`config.mk`:
```
export PLATFORM = sky130hd
export DESIGN_NAME = uart_tx_fifo
export DESIGN_NICKNAME = d
export VERILOG_FILES = /design/src/rtl/uart_tx_fifo.sv
export SDC_FILE = /design/constraint.sdc
export NUM_CORES = 1
export LEC_CHECK = 0
export ABC_AREA = 1
export CORE_UTILIZATION = 40
export DETAILED_ROUTE_END_ITERATION = 10
export HOLD_SLACK_MARGIN = 0.1
export PLACE_DENSITY = 0.6
export SLEW_MARGIN = 20
export SYNTH_ARGS = -nofsm -noshare
export SYNTH_HDL_FRONTEND = slang
export SYNTH_SLANG_ARGS = --single-unit
```
`constraint.sdc`:
```
create_clock -name iClk -period 3.08 [get_ports iClk]
set_input_delay 0.308 -clock iClk [delete_from_list [all_inputs] [get_ports iClk]]
set_output_delay 0.308 -clock iClk [all_outputs]
set_load 0.05 [all_outputs]
```
`src/rtl/uart_tx_fifo.sv`:
```
// UART transmitter (LSB-first, 1 start/DBIT data/stop) fed by a 2**FIFO_AW byte FIFO, 16x oversampled baud.
// Latency: frame start (oTx low) 2 clk after a push into an empty idle block; frames back-to-back with 1 idle clk.
// Backpressure: pushes are dropped while oFull is high. Define UART_TX_PARITY_EN to insert an even parity bit.
module uart_tx_fifo #(
    parameter int DBIT    = 8,
    parameter int SB_TICK = 16,
    parameter int DVSR    = 326,
    parameter int FIFO_AW = 4
) (
    input  logic            iClk,
    input  logic            iRst,
    input  logic [DBIT-1:0] iWrData,
    input  logic            iWrEn,
    output logic            oFull,
    output logic            oEmpty,
    output logic            oBusy,
    output logic            oTx
);

    localparam int BW = (DVSR > 1) ? $clog2(DVSR) : 1;
    localparam int SW = (SB_TICK > 16) ? $clog2(SB_TICK) : 4;
    localparam int NW = (DBIT > 1) ? $clog2(DBIT) : 1;

    localparam logic [BW-1:0]      BAUD_LAST = BW'(DVSR - 1);
    localparam logic [BW-1:0]      BAUD_ONE  = BW'(1);
    localparam logic [SW-1:0]      S_BIT_LAST  = SW'(15);
    localparam logic [SW-1:0]      S_STOP_LAST = SW'(SB_TICK - 1);
    localparam logic [SW-1:0]      S_ONE     = SW'(1);
    localparam logic [NW-1:0]      N_LAST    = NW'(DBIT - 1);
    localparam logic [NW-1:0]      N_ONE     = NW'(1);
    localparam logic [FIFO_AW-1:0] PTR_ONE   = FIFO_AW'(1);
    localparam logic [FIFO_AW:0]   CNT_ONE   = (FIFO_AW + 1)'(1);
    localparam logic [FIFO_AW:0]   CNT_FULL  = {1'b1, {FIFO_AW{1'b0}}};

`ifdef UART_TX_PARITY_EN
    typedef enum logic [2:0] {IDLE, START, DATA, PARITY, STOP} state_t;
`else
    typedef enum logic [2:0] {IDLE, START, DATA, STOP} state_t;
`endif

    state_t             state;
    logic [BW-1:0]      baud;
    logic [SW-1:0]      s;
    logic [NW-1:0]      n;
    logic [DBIT-1:0]    shift;
    logic               tx;
    logic [FIFO_AW-1:0] wr_ptr;
    logic [FIFO_AW-1:0] rd_ptr;
    logic [FIFO_AW:0]   count;
    logic [DBIT-1:0]    mem [2**FIFO_AW];
`ifdef UART_TX_PARITY_EN
    logic               parity;
`endif

    logic tick;
    logic push;
    logic pop;

    assign oFull  = (count == CNT_FULL);
    assign oEmpty = (count == '0);
    assign oBusy  = (state != IDLE);
    assign oTx    = tx;

    assign push = iWrEn && !oFull;
    assign pop  = (state == IDLE) && !oEmpty;
    assign tick = (state != IDLE) && (baud == BAUD_LAST);

    always_ff @(posedge iClk) begin
        if (push) begin
            mem[wr_ptr] <= iWrData;
        end
    end

    always_ff @(posedge iClk or negedge iRst) begin
        if (!iRst) begin
            wr_ptr <= '0;
            rd_ptr <= '0;
            count  <= '0;
        end else begin
            if (push) wr_ptr <= wr_ptr + PTR_ONE;
            if (pop)  rd_ptr <= rd_ptr + PTR_ONE;
            if (push && !pop)      count <= count + CNT_ONE;
            else if (pop && !push) count <= count - CNT_ONE;
        end
    end

    // Held at zero while idle so every bit is timed from the start-bit edge.
    always_ff @(posedge iClk or negedge iRst) begin
        if (!iRst) begin
            baud <= '0;
        end else if (state == IDLE || tick) begin
            baud <= '0;
        end else begin
            baud <= baud + BAUD_ONE;
        end
    end

    always_ff @(posedge iClk or negedge iRst) begin
        if (!iRst) begin
            state  <= IDLE;
            s      <= '0;
            n      <= '0;
            shift  <= '0;
            tx     <= 1'b1;
`ifdef UART_TX_PARITY_EN
            parity <= 1'b0;
`endif
        end else begin
            case (state)
                IDLE: begin
                    tx <= 1'b1;
                    if (!oEmpty) begin
                        shift  <= mem[rd_ptr];
`ifdef UART_TX_PARITY_EN
                        parity <= ^mem[rd_ptr];
`endif
                        s      <= '0;
                        tx     <= 1'b0;
                        state  <= START;
                    end
                end
                START: begin
                    if (tick) begin
                        if (s == S_BIT_LAST) begin
                            s     <= '0;
                            n     <= '0;
                            tx    <= shift[0];
                            state <= DATA;
                        end else begin
                            s <= s + S_ONE;
                        end
                    end
                end
                DATA: begin
                    if (tick) begin
                        if (s == S_BIT_LAST) begin
                            s     <= '0;
                            shift <= shift >> 1;
                            if (n == N_LAST) begin
`ifdef UART_TX_PARITY_EN
                                tx    <= parity;
                                state <= PARITY;
`else
                                tx    <= 1'b1;
                                state <= STOP;
`endif
                            end else begin
                                n  <= n + N_ONE;
                                tx <= shift[1];
                            end
                        end else begin
                            s <= s + S_ONE;
                        end
                    end
                end
`ifdef UART_TX_PARITY_EN
                PARITY: begin
                    if (tick) begin
                        if (s == S_BIT_LAST) begin
                            s     <= '0;
                            tx    <= 1'b1;
                            state <= STOP;
                        end else begin
                            s <= s + S_ONE;
                        end
                    end
                end
`endif
                STOP: begin
                    if (tick) begin
                        if (s == S_STOP_LAST) begin
                            s     <= '0;
                            state <= IDLE;
                        end else begin
                            s <= s + S_ONE;
                        end
                    end
                end
                default: begin
                    tx    <= 1'b1;
                    state <= IDLE;
                end
            endcase
        end
    end

endmodule

```
Yosys cells after proc, flatten, opt, wreduce, memory -nomap -nowiden
Memory sizes are Yosys's and may differ from the RTL's.
Cells that the tools add are included.
Storage, ports and cells
  bits in registers: 41
  bits in latches: 0
  memory bits (writable): 128
  ROM bits: 0
  bits of input ports: 11
  output and inout bits: 4
  logic and storage cells: 91
  memories kept: 1
Cells by class
  add/sub/neg operators: 7
  multipliers: 0
  div/mod/pow operators: 0
  order comparisons: 0
  eq/ne operators: 17
  shift operators: 0
  multiplexer cells: 33
  bitwise logic cells: 1
  reductions and logical operators: 23
Memory list
  mem: words 16, bits a word 8, rd ports 1, clocked after memory_dff 0, write ports 1, line 50  | logic [DBIT-1:0] mem [2**FIFO_AW];
Operators by type and width (count)
  3-bit 2-to-1 mux: 11
  8-bit 2-to-1 mux: 3
  2-bit != test, second input constant: 9
  8-bit one-hot mux with 2 select lines: 1
  4-bit by 1-bit adder with 4-bit output, second input constant: 3
  4-bit 2-to-1 mux: 3
  3-bit one-hot mux with 4 select lines: 1
  5-bit 2-to-1 mux: 2
  9-bit by 1-bit adder with 9-bit output, second input constant: 1
  9-bit equality test, second input constant: 1
  9-bit 2-to-1 mux: 1
  1-bit 2-to-1 mux: 8
  4-bit one-hot mux with 2 select lines: 1
  8-bit AND reduction: 1
  2-bit nonzero test: 4
  3-bit by 2-bit equality test with 1-bit output, second input constant: 2
  3-bit one-hot mux with 2 select lines: 1
  6-bit AND reduction: 1
  5-bit by 1-bit adder with 5-bit output, second input constant: 1
  5-bit equality test, second input constant: 1
  1-bit logical AND: 5
  5-bit logical NOT: 1
  5-bit AND reduction: 1
  5-bit by 1-bit subtractor with 5-bit output, second input constant: 1
  14 further kinds: 17

Longest topological paths before layout
Gate-level depths: netlist of run 1.
  word-level depth: 7
  gate-level depth with buffers: 15
  depth with buffers taken out: 15

Least setup slack after synthesis of run 1
OpenSTA, ideal clock, no wires.
  path type: register to register
  start: register count[1]
  end: register count[4]
  library setup time: 0.121 ns
  arrival time: 2.763 ns
  data required time: 2.959 ns
  setup slack: 0.195 ns
  cell stages (with the launch flop): 16
  buffers on the path: 0
  period minus slack after synthesis: 2.885 ns
  cells stage by stage: dfrtp_1 > nor2_1 > nand2_1 > nor2_1 > inv_1 > nand2_1 > inv_2 > ha_1 > inv_1 > ha_1 > a21oi_1 > o21ai_0 > a21oi_1 > o21ai_1 > nand2_1 > nand2_1
Between the ends
  word-level cells in the longest chain between the ends: 6
  elaborated cells on any way between the ends: 15
  classes of those cells: 2 x add/sub; 1 x eq/ne; 2 x mux; 10 x reduce/logical
RTL lines
  start, declared: line 49  | logic [FIFO_AW:0] count;
  start signal, assigned: line 82  | if (push && !pop) count <= count + CNT_ONE;
  start signal, assigned: line 83  | else if (pop && !push) count <= count - CNT_ONE;
  5-bit equality test (*): line 59  | assign oFull = (count == CNT_FULL);
  named net oFull: line 14  | output logic oFull,
  1-bit logical NOT (*): line 64  | assign push = iWrEn && !oFull;
  1-bit logical AND (*): line 64
  named net push: line 56  | logic push;
  1-bit logical NOT: line 83
  1-bit logical AND: line 83
  2-bit nonzero test (no line)
The timed path passes the listed nets; every way through them passes the cells marked *. The select of a mux whose other input is x is not followed.
A chain may end at the register's enable or synchronous reset.

Worst setup path in the final report of run 1
  start: register count[1]
  end: register count[4]
Between the ends
  word-level cells in the longest chain between the ends: 6
  elaborated cells on any way between the ends: 15
  classes of those cells: 2 x add/sub; 1 x eq/ne; 2 x mux; 10 x reduce/logical
RTL lines (line)
  5-bit equality test (*): 59
  1-bit logical NOT (*): 64
  1-bit logical AND (*): 64
  named net push: 56
  1-bit logical NOT: 83
  1-bit logical AND: 83
  2-bit nonzero test (no line)
Marked as above.

==> results of run 1 <==
-- cell type report --
class	instances	area (um^2)	area share
inverters	101	384	0.0443
clock buffers	17	425	0.0491
repair buffers	19	175	0.0202
well taps	260	325	0.0375
multi-input cells	490	2360	0.273
clock inverters	13	144	0.0166
flip-flops and latches	168	4850	0.559
-- where the power goes --
group | internal, mW | switching (mW) | total [mW] | leakage [nW]
clock network | 1.19 | 0.899 | 2.09 | 0.277
registers | 2.67 | 0.0856 | 2.75 | 1.65
logic | 0.205 | 0.463 | 0.668 | 1.78
total | 4.07 | 1.45 | 5.51 | 3.71
-- registers in the layout, summed over array words and instances, names as in the netlist --
name	count
count	5
n	3
shift	8
baud	9
mem	128
rd_ptr	4
s	4
wr_ptr	4
oTx	1
state	2
-- how the worst max path moves through the flow --
stage | endpoint | slack (ns) | cells after the start
2_1_floorplan | count[4]$_DFFE_PN0P_ | 0.20 | 15
3_3_place_gp | count[4]$_DFFE_PN0P_ | 0.62 | 15
3_5_place_dp | count[4]$_DFFE_PN0P_ | 0.56 | 15
4_1_cts | count[4]$_DFFE_PN0P_ | 0.56 | 15
5_1_grt | count[4]$_DFFE_PN0P_ | 0.28 | 15
6_report | count[4]$_DFFE_PN0P_ | 0.56 | 15
-- through the flow --
stage | hold slack, ns | utilization | instance area, um^2 | setup slack [ns] | power, mW
6_report | 0.473 | 0.459 | 8660 | 0.563 | 5.51
5_1_grt | 0.493 | 0.459 | 8660 | 0.280 | 5.75
4_1_cts | 0.481 | 0.459 | 8660 | 0.559 | 5.56
3_5_place_dp | 0.462 | 0.428 | 8090 | 0.564 | 3.47
3_3_place_gp | 0.461 | 0.428 | 8090 | 0.618 | 3.46
2_1_floorplan | 0.0124 | - | 7790 | 0.195 | 3.23
-- synth_stat cells (2+ instances only) --
| cell type | instances |
|---|---|
| nand2_1 | 253 |
| edfxtp_1 | 128 |
| nand3_1 | 95 |
| inv_1 | 88 |
| nor2_1 | 55 |
| dfrtp_1 | 39 |
| ha_1 | 19 |
| o21ai_0 | 13 |
| a21oi_1 | 11 |
| buf_2 | 11 |
| inv_2 | 9 |
| xor2_1 | 9 |
| o21ai_1 | 8 |
| buf_4 | 7 |
| buf_6 | 6 |
| nand2_2 | 4 |
| nor2_2 | 4 |
| clkbuf_1 | 3 |
| nand3_4 | 3 |
| nor3_1 | 3 |
| buf_1 | 2 |
| clkinv_1 | 2 |
| inv_4 | 2 |
| nand4_1 | 2 |
| o211ai_1 | 2 |
-- kinds of logic after synthesis --
kind of cell / share of synthesized area
xor gates and xnor gates: 0.0112
adders and majority gates: 0.0331
and+or+nand+nor: 0.230
DFF: 0.622
AOI/OAI and AO/OA: 0.0273
buffers and inverters: 0.0742
muxes: 0.00145
-- layer usage --
metal | wire [um] | track usage | vias to the layer above | share of wire
met5 | 0 | 0 | - | 0
met1 | 7680 | 0.242 | 2406 | 0.46
met3 | 908 | 0.0354 | 29 | 0.054
li1 | - | - | 2569 | -
met2 | 7840 | 0.284 | 136 | 0.47
met4 | 327 | 0.0770 | 0 | 0.020
-- worst min-delay path, delay by kind of cell, from the launching register on --
kind	cells	cell delay (ns)
simple gates	2	0.09
flops	1	0.35
-- what timing repair did --
| action | CTS | global route |
|---|---|---|
| hold buffers | 1 | 0 |
| setup buffers | 0 | 0 |
| hold endpoints to repair | 39 | 0 |
==> results.sh, run 1 <==
export IMPL_outcome="completed"
export IMPL_synth_fp_nets=819
export IMPL_yosys_top_cells_area="edfxtp_1 49%, dfrtp_1 13%, nand2_1 12%, nand3_1 6.1%, inv_1 4.2%"
export IMPL_diodes=0
export IMPL_layout_commonest_cell="nand2_1"
export IMPL_path_cells="nor2_1, nand2_1, nor2_1, inv_1, nand2_1, inv_2, ha_1, inv_1, ha_1, a21oi_1, o21ai_0, a21oi_1, o21ai_1, nand2_1, nand2_1"
export IMPL_drive_above_1_share=0.0780
export IMPL_firstDrtPassIters=5
export IMPL_ant_nets=0
export IMPL_initial_utilization=0.412
export IMPL_yosysTopAreaCellShare=0.494
export IMPL_startpoint="count[1]$_DFFE_PN0P_"
export IMPL_antenna_found_initial=0
export IMPL_via_per_inst=4.81
export IMPL_cts_tree="built"
export IMPL_totalWireLength_mm=16.8
export IMPL_required_ns=3.40
export IMPL_vias=5140
export IMPL_tns_ns=0
export IMPL_fmax_mhz=397
export IMPL_yosysWarnings=0
export IMPL_p_leak_nw=3.71
export IMPL_reg2regPathDepth=15
export IMPL_overflow=0
export IMPL_synth_area_per_cell_um2=9.88
export IMPL_finClkSkew_ns=0.0115
export IMPL_clock_sinks=168
export IMPL_grt_max_degree=69
export IMPL_crit_family="compound AO/OA/AOI/OAI gates"
export IMPL_instances_no_fill=1068
export IMPL_nFillCells=1797
export IMPL_hp_start="count[4]$_DFFE_PN0P_"
export IMPL_die_area_um2=20000
export IMPL_grt_pass1_vias=4908
export IMPL_worst_slew_pin_slew_ns=0.919
export IMPL_hpwlAfterDp_mm=10.4
export IMPL_slew_headroom=0.387
export IMPL_synth_edf_count=128
export IMPL_yosysTopAreaCell="edfxtp_1"
export IMPL_crit_arrival_ns=2.84
export IMPL_numCtsBuffers=17
export IMPL_fin_crit_sh=0.817
export IMPL_fp_dieH_um=142
export IMPL_rows=50
export IMPL_finalCriticalPeriod_ns=2.52
export IMPL_setup_violations=0
export IMPL_cts_root_buf="clkbuf_16"
export IMPL_finalHoldViolations=0
export IMPL_synth_main_ff_cell="edfxtp_1"
export IMPL_final_cell_mix="253 x nand2_1, 128 x edfxtp_1, 95 x nand3_1, 88 x inv_1, 55 x nor2_1"
export IMPL_r2r_end="count[4]$_DFFE_PN0P_"
export IMPL_drv_slew=0
export IMPL_synthCells=788
export IMPL_slowest_delay_ns=0.41
export IMPL_seq_area_frac_synth=0.622
export IMPL_worstSetupPathType="flip-flop to flip-flop"
export IMPL_syn_cell_area_um2=7790
export IMPL_ir_worst_vdd_mv=0.377
export IMPL_grt_setup_unrepaired="no"
export IMPL_cts_path_max_buffers=2
export IMPL_cp_end_kind="flip-flop"
export IMPL_area_growth_pct=11.3
export IMPL_maxCapViolCount=0
export IMPL_cts_repair_resized=0
export IMPL_drt_initial_drc_count=373
export IMPL_synthArstFlopShare=0.238
export IMPL_ys_seq_elements=168
export IMPL_setup_worst_path_start_class="flip-flop"
export IMPL_hold_end="count[4]$_DFFE_PN0P_"
export IMPL_wl_per_cell_um=15.7
export IMPL_drc=0
export IMPL_holdPathStages=2
export IMPL_crit_path_max_fanout=8
export IMPL_grt_pass1_wl_mm=26.5
export IMPL_top_level_ports=15
export IMPL_core_area_um2=18900
export IMPL_synth_cell_types=35
export IMPL_cts_reportedPaths_clkPinSlew_ns=0.07
export IMPL_hp_class="flip-flop to flip-flop"
export IMPL_gp_congestion=0.807
export IMPL_io_buffers=14
export IMPL_worst_skew_pair_late_latency_ns=0.43
export IMPL_crit_slowest_cell="dfrtp_1"
export IMPL_finalNetCount=828
export IMPL_p_per_area_nw_per_um2=636
export IMPL_ff2ff_setup_slack_ns=0.56
export IMPL_track_usage=0.180
export IMPL_crit_reg2reg_launch="count[1]$_DFFE_PN0P_"
export IMPL_cpMostUsedCell="nand2_1"
export IMPL_crit_buf_inv=3
export IMPL_cts_max_level=4
export IMPL_die_w_um=142
export IMPL_dp_cells=1037
(Power assumes the default switching activity.)
==> run 2: changes to the inputs <==
clock period = 2.4 ns   (was 3.08 ns; I/O delays follow)
==> results.sh, run 2 (synthesis gave the netlist of run 1 again) <==
export IMPL_outcome="completed"
export IMPL_finalNetCount=853
export IMPL_grt_max_degree=69
export IMPL_finalHoldViolations=0
export IMPL_diodes=0
export IMPL_maxCapViolCount=0
export IMPL_drt_initial_drc_count=264
export IMPL_vias=5211
export IMPL_reg_largest_list="mem (128), baud (9), shift (8)"
export IMPL_worst_skew_pair_late_latency_ns=0.43
export IMPL_instances_no_fill=1095
export IMPL_die_w_um=142
export IMPL_fin_crit_sh=0.961
export IMPL_timing_final_ws_setup_ns=0.0946
export IMPL_p_int_mw=5.16
export IMPL_io_buffers=14
export IMPL_combPwrFrac=0.132
export IMPL_drive_above_1_share=0.122
export IMPL_cts_reportedPaths_clkPinSlew_ns=0.07
export IMPL_finClkSkew_ns=0.0137
export IMPL_layout_commonest_cell="nand2_1"
export IMPL_rows=50
export IMPL_cts_max_level=4
export IMPL_antenna_found_initial=0
export IMPL_worstSetupPathType="flip-flop to primary output"
export IMPL_setup_violations=0
export IMPL_grt_pass1_vias=5048
export IMPL_fmax_mhz=434
export IMPL_ant_nets=0
export IMPL_core_area_um2=18900
export IMPL_top_register="mem"
export IMPL_crit_path_max_fanout=4
export IMPL_slew_headroom=0.514
export IMPL_drc=0
export IMPL_worst_slew_pin_slew_ns=0.727
export IMPL_p_per_area_nw_per_um2=807
export IMPL_crit_arrival_ns=2.07
export IMPL_totalWireLength_mm=16.7
export IMPL_top_level_ports=15
export IMPL_p_clk_frac=0.378
export IMPL_stdcell_area_um2=8930
export IMPL_clock_sinks=168
export IMPL_cts_root_buf="clkbuf_16"
export IMPL_place_area_um2=8300
export IMPL_numCtsBuffers=17
export IMPL_cts_tree="built"
export IMPL_ir_worst_vdd_mv=0.491
export IMPL_cts_path_max_buffers=2
export IMPL_grt_pass1_wl_mm=27.2
export IMPL_firstDrtPassIters=5
export IMPL_p_leak_nw=3.86
export IMPL_setup_worst_path_start_class="flip-flop"
export IMPL_fp_dieH_um=142
export IMPL_reg2regPathDepth=13
export IMPL_finalCriticalPeriod_ns=2.31
export IMPL_gp_congestion=0.790
export IMPL_p_switching_mw=2.05
export IMPL_p_seq_frac=0.490
export IMPL_track_usage=0.182
export IMPL_switching_share=0.284
export IMPL_wl_per_cell_um=15.3
export IMPL_dp_cells=1060
export IMPL_final_cell_mix="251 x nand2_1, 128 x edfxtp_1, 95 x nand3_1, 86 x inv_1, 52 x nor2_1"
export IMPL_hp_class="input pin to asynchronous set/reset pin"
export IMPL_via_per_inst=4.76
export IMPL_hpwlAfterDp_mm=10.3
export IMPL_largest_reg_flops=128
export IMPL_pre_cts_slack_ns=0.0892
export IMPL_drv_slew=0
export IMPL_initial_utilization=0.412
export IMPL_area_growth_pct=14.7
export IMPL_overflow=0
export IMPL_cp_end_kind="primary output"
export IMPL_required_ns=2.16
export IMPL_ff2ff_setup_slack_ns=0.14
export IMPL_die_area_um2=20000
==> run 2: area by class of cell <==
| class | instances | area [um^2] |
|---|---|---|
| Inverter | 101 | 387 |
| Timing Repair Buffer | 44 | 387 |
| Tap cell | 260 | 325 |
| Fill cell | 1768 | 9960 |
| Sequential cell | 168 | 4850 |
| Multi-Input combinational cell | 490 | 2390 |
| Clock inverter | 15 | 170 |
| Clock buffer | 17 | 425 |
==> run 2: metal layers <==
layer	vias to the layer above	wire, um	global-route usage
met5	-	0	0
met4	0	529	0.0894
met3	27	654	0.0358
met1	2460	7560	0.237
li1	2617	-	-
met2	107	8000	0.293
==> run 2: power groups by stage <==
stage / Clock, mW / Combinational, mW / Sequential [mW]
2_1_floorplan: 0 / 0.587 / 3.57
3_3_place_gp: 0 / 0.898 / 3.58
3_5_place_dp: 0 / 0.913 / 3.59
4_1_cts: 2.79 / 0.924 / 3.53
5_1_grt: 2.89 / 1.08 / 3.56
6_report: 2.72 / 0.953 / 3.53
==> run 2: worst max-delay path: stages, from the launching register on <==
cell	delay, ns
dfrtp_2	0.44
nor2_2	0.11
nand2_2	0.09
inv_2	0.08
nand2_1	0.06
inv_1	0.06
clkdlybuf4s50_1	0.79
==> run 2: final timing paths <==
check	startpoint	end
max	count[0]$_DFFE_PN0P_	oEmpty
min	iRst	baud[3]$_DFF_PN0_
max reg2reg	count[0]$_DFFE_PN0P_	count[3]$_DFFE_PN0P_
min reg2reg	shift[0]$_DFFE_PN0P_	shift[0]$_DFFE_PN0P_
max in group asynchronous	iRst	oTx$_DFFE_PN1P_
min in group iClk	iWrEn	wr_ptr[0]$_DFFE_PN0P_
==> run 2: what timing repair did <==
item	in CTS	in global routing
setup endpoints to repair	1	3
hold buffers	1	0
cloned	0	0
hold endpoints to repair	22	0
pin swaps	0	1
setup buffers	0	2
resized for setup	1	7
==> run 2: metrics by stage <==
stage	power, mW	setup TNS (ns)	utilization	hold WS (ns)
global route	7.53	-0.0193	0.473	0.398
floorplan	4.15	0	-	-0.0556
finish	7.21	0	0.473	0.353
detailed placement	4.50	0	0.439	0.282
global placement	4.48	0	0.439	0.289
CTS	7.24	0	0.471	0.353
